--- config.mk ---
export PLATFORM = sky130hd
export DESIGN_NAME = decoder_seq
export DESIGN_NICKNAME = d
export VERILOG_FILES = /design/src/rtl/decoder_seq.sv
export SDC_FILE = /design/constraint.sdc
export NUM_CORES = 1
export LEC_CHECK = 0
export ABC_AREA = 1
export CAP_MARGIN = 20
export CORE_MARGIN = 2
export CORE_UTILIZATION = 40
export DETAILED_ROUTE_END_ITERATION = 10
export GPL_TIMING_DRIVEN = 1
export SLEW_MARGIN = 30
export SYNTH_ARGS = -nofsm -noshare
export SYNTH_HDL_FRONTEND = slang
export SYNTH_SLANG_ARGS = --single-unit
--- constraint.sdc ---
create_clock -name i_clk -period 4.05 [get_ports i_clk]
set_clock_uncertainty 0.05 [all_clocks]
set_input_delay 0.405 -clock i_clk [delete_from_list [all_inputs] [get_ports i_clk]]
set_output_delay 0.405 -clock i_clk [all_outputs]
set_load 0.01 [all_outputs]
--- src/rtl/decoder_seq.sv ---
// rtl/decoder_seq.sv - registered one-hot decoder with direct, scan-up/down and hold modes
//
// Purpose: drives a registered one-hot select bus from either a direct index or
// an internal index that steps up/down every DIV+1 enabled cycles.
//
// Ports:
//   i_clk    clock, all state changes on the rising edge
//   i_rst    synchronous active-high reset
//   i_e      enable; low blanks o_a/o_valid/o_wrap and freezes index and divider
//   i_d      select index (direct) or start index (scan LOAD)
//   i_mode   00 direct, 01 scan-up, 10 scan-down, 11 hold
//   i_div    scan step period minus one, in clock cycles
//   i_load   scan modes: load i_d into the index, takes precedence over a step
//   o_a      registered one-hot decode of o_idx, or all zeros when blanked
//   o_idx    current registered index
//   o_valid  high iff o_a is one-hot
//   o_wrap   one-cycle pulse after a scan step that wraps around
module decoder_seq #(
    parameter int N     = 2,
    parameter int DIV_W = 8
) (
    input  logic               i_clk,
    input  logic               i_rst,
    input  logic               i_e,
    input  logic [N-1:0]       i_d,
    input  logic [1:0]         i_mode,
    input  logic [DIV_W-1:0]   i_div,
    input  logic               i_load,
    output logic [(2**N)-1:0]  o_a,
    output logic [N-1:0]       o_idx,
    output logic               o_valid,
    output logic               o_wrap
);

    localparam int K = 2**N;

    typedef enum logic [1:0] {
        MODE_DIRECT = 2'b00,
        MODE_UP     = 2'b01,
        MODE_DOWN   = 2'b10,
        MODE_HOLD   = 2'b11
    } mode_t;

    mode_t            w_mode;
    mode_t            r_pmode;
    logic [DIV_W-1:0] r_cnt;
    logic [N-1:0]     r_idx;
    logic [K-1:0]     r_a;
    logic             r_valid;
    logic             r_wrap;

    logic             w_mode_chg;
    logic             w_step_due;
    logic [N-1:0]     w_idx_up;
    logic [N-1:0]     w_idx_dn;

    function automatic logic [K-1:0] hot(input logic [N-1:0] idx);
        hot      = '0;
        hot[idx] = 1'b1;
    endfunction

    assign w_mode     = mode_t'(i_mode);
    assign w_mode_chg = (w_mode != r_pmode);
    // >= rather than == so that lowering DIV below the running count steps at once
    assign w_step_due = (r_cnt >= i_div);
    assign w_idx_up   = r_idx + N'(1);
    assign w_idx_dn   = r_idx - N'(1);

    always_ff @(posedge i_clk) begin
        if (i_rst) begin
            r_pmode <= MODE_DIRECT;
            r_cnt   <= '0;
            r_idx   <= '0;
            r_a     <= '0;
            r_valid <= 1'b0;
            r_wrap  <= 1'b0;
        end else begin
            // Mode history tracks every edge, including disabled ones
            r_pmode <= w_mode;
            if (!i_e) begin
                r_a     <= '0;
                r_valid <= 1'b0;
                r_wrap  <= 1'b0;
            end else begin
                r_valid <= 1'b1;
                r_wrap  <= 1'b0;
                case (w_mode)
                    MODE_DIRECT: begin
                        r_idx <= i_d;
                        r_a   <= hot(i_d);
                        r_cnt <= '0;
                    end
                    MODE_UP, MODE_DOWN: begin
                        if (i_load) begin
                            r_idx <= i_d;
                            r_a   <= hot(i_d);
                            r_cnt <= '0;
                        end else if (w_mode_chg) begin
                            // Entering a scan mode restarts the period without stepping
                            r_cnt <= '0;
                            r_a   <= hot(r_idx);
                        end else if (!w_step_due) begin
                            r_cnt <= r_cnt + DIV_W'(1);
                            r_a   <= hot(r_idx);
                        end else begin
                            r_cnt <= '0;
                            if (w_mode == MODE_UP) begin
                                r_idx  <= w_idx_up;
                                r_a    <= hot(w_idx_up);
                                r_wrap <= (r_idx == {N{1'b1}});
                            end else begin
                                r_idx  <= w_idx_dn;
                                r_a    <= hot(w_idx_dn);
                                r_wrap <= (r_idx == '0);
                            end
                        end
                    end
                    default: begin
                        r_a <= hot(r_idx);
                        if (w_mode_chg) begin
                            r_cnt <= '0;
                        end
                    end
                endcase
            end
        end
    end

    assign o_a     = r_a;
    assign o_idx   = r_idx;
    assign o_valid = r_valid;
    assign o_wrap  = r_wrap;

endmodule

==> summary.txt <==
status = completed
Placeable Area = 3360 um^2
Slew Limit Headroom = 0.738
CP arrival = 2.34 ns
clk sink count = 18
Final min period = 2.16 ns
synth cell count leaders = nand2_1, inv_1, ha_1
DP Area = 1690 um^2
Synth Instances = 203
initial antenna violation count = 0
Clock Latency Late Sink = 0.30 ns
clk slew on worst S/H paths = 0.10 ns
Crit path buffers/inverters = 3
CTS resizes = 0
Final nets = 264
first-pass GRT wire length = 5.50 mm
Worst EP required = 4.23 ns
# diodes = 0
CP cell instances = clkdlybuf4s50_1, inv_1, ha_1, inv_2, nor2_1, nand2_2, nor3_1, o21ai_1, a21oi_1
drt pass-1 iters = 4
Pleak = 0.795 nW
all-layer global routing usage = 0.169
Layout Area Growth over Synthesis = 21.5%
hold_buf cts = 0
max cap viols = 0
ratio of cells with drive above 1 in the final layout = 0.0793
Antenna Nets Post-Route = 0
ys async rst share = 0
Fin. Hold Viols = 0
CP top delay family = buffers and inverters
critical path class = primary input to flip-flop
Ys Warns = 0
Distinct cells, synth = 27
RSZ-0062 raised after global routing = false
Initial Util = 0.423
DRT iter0 DRCs = 61
die height = 63.6 um
fin area = 1730 um^2
via count = 1318
Post-synth EDFFs = 0
Slew Viols, Final = 0
I/O Buffers = 23
final setup violation count = 0
most common cell in the netlist = nand2_1
element type at the critical path end = flip-flop
pin count of the biggest net entering global routing = 12
DPL Wire Length = 2.55 mm
Remaining DRCs = 0
CP max-delay cell = clkdlybuf4s50_1
clock buffer depth = 2
setup bufs post-CTS = 0
Post-Syn Area per Cell = 7.01 um^2
row count = 21
setup TNS = 0 ns
CP peak stage delay = 0.57 ns
synthesized net count = 239
Primary FF master, synth = dfxtp_1
worst-path maximum fanout = 7
ratio of final minimum period to clock period = 0.534
Mapped Area = 1420 um^2
number of global-route vias before repair = 1224
die width = 63.6 um
TritonCTS buffer count = 3
CTS H-Tree Depth = 1
Detailed Route WL = 3.07 mm
actual transition at the worst max-transition pin = 0.392 ns
clock root buffer master = clkbuf_4
sequential share of the synthesized area = 0.253
Ports = 24
top cell type's share of synthesized area = 0.253
worst vdd ir = 0.161 mV
area leader, netlist = dfxtp_1
Max Fclk = 0.463 GHz
WL/cell = 11.2 um
worst setup margin = 1.89 ns
TritonCTS clock tree = built
grt total ovfl = 0
pre-CTS setup slack = 1.56 ns
RD Place Congestion = 0.870
die area = 4050 um^2
Vias/cell = 4.83
Cell Pwr Density = 235 nW/um^2
flops & latches, synth = 18
top post-synthesis cells by area = dfxtp_1, ha_1, nand2_1, inv_1, a21oi_1
CP startpoint kind = primary input
worst min path class = flip-flop to flip-flop
==> path summary, 6_finish.rpt <==
| path | start | end | slack (ns) | depth (start not counted) |
|---|---|---|---|---|
| max | i_mode[0] | r_cnt[5] | 1.89 | 9 |
| min | r_cnt[5] | r_cnt[5] | 0.47 | 2 |
| max reg2reg | r_cnt[7] | o_a[3] | 2.20 | 9 |
| min reg2reg | r_cnt[5] | r_cnt[5] | 0.47 | 2 |
==> sequential cells by signal, indices dropped and copies added (netlist names) <==
register / flops
o_valid: 1
r_cnt: 8
o_wrap: 1
o_idx: 2
r_pmode: 2
o_a: 4
==> through the flow <==
stage                     hold slack [ns]  utilization  power (mW)  cells
final                               0.472        0.514       0.407    273
after global routing                0.504        0.514       0.436    273
after CTS                           0.470        0.514       0.408    273
after detailed placement            0.454        0.503       0.296    269
after global placement              0.448        0.503       0.294    269
after floorplan                     0.420            -       0.257    203
==> area by class of cell <==
class                      instances  area (um^2)
clock buffer                       4         36.3
fill                             367         1640
inverter                          35          131
multi-input combinational        147          912
sequential                        18          360
tap                               46         57.6
timing repair buffer              23          230
==> per-layer routing <==
metal	global-route usage	wire, um
met4	0.0326	24
met5	0	0
met1	0.252	1610
met2	0.245	1290
met3	0.0411	141
==> power by group <==
part | switching (mW) | internal, mW | leakage (nW)
Clock | 0.0601 | 0.0548 | 0.0210
Sequential | 0.00486 | 0.183 | 0.147
Combinational | 0.0586 | 0.0457 | 0.627
Total | 0.124 | 0.283 | 0.795
==> worst register-to-register path: stages (launching register included) <==
cell	delay [ns]
dfxtp_1	0.39
ha_1	0.26
a21o_1	0.19
nor2_1	0.13
nand3_2	0.23
nand2_1	0.19
nand2_1	0.06
nand3_1	0.10
nand2_1	0.06
a21oi_1	0.11
==> placed cells by master (no fill, tap or decap) <==
master	Yosys	routed
nor2_1	19	19
o21ai_1	2	2
nor3_4	1	1
o22ai_1	1	1
dfxtp_1	18	18
nand2_2	2	2
nor3_1	4	4
a21o_1	1	1
mux2_2	1	1
o21ai_0	13	13
inv_1	33	33
clkbuf_8	0	1
inv_2	2	2
xor2_1	2	2
xor2_2	2	2
a31oi_1	1	1
clkbuf_4	0	3
ha_1	20	20
clkdlybuf4s50_1	0	23
nand3_1	13	13
a31o_2	1	1
xnor2_1	2	2
a21oi_1	17	17
nand4_1	3	3
nor2_4	2	2
nand3_2	2	2
a21oi_2	1	1
nand2_1	37	37
==> logic make-up after synthesis <==
family / Yosys count / synth area share
XOR/XNOR: 6 / 0.0475
adder cells (fa/ha/maj): 20 / 0.176
AND/OR/NAND/NOR: 83 / 0.271
buffers and inverters: 38 / 0.106
AO/OA/AOI/OAI: 37 / 0.139
multiplexers: 1 / 0.00792
flip-flops: 18 / 0.253
Power figures use the tool's default switching activity.
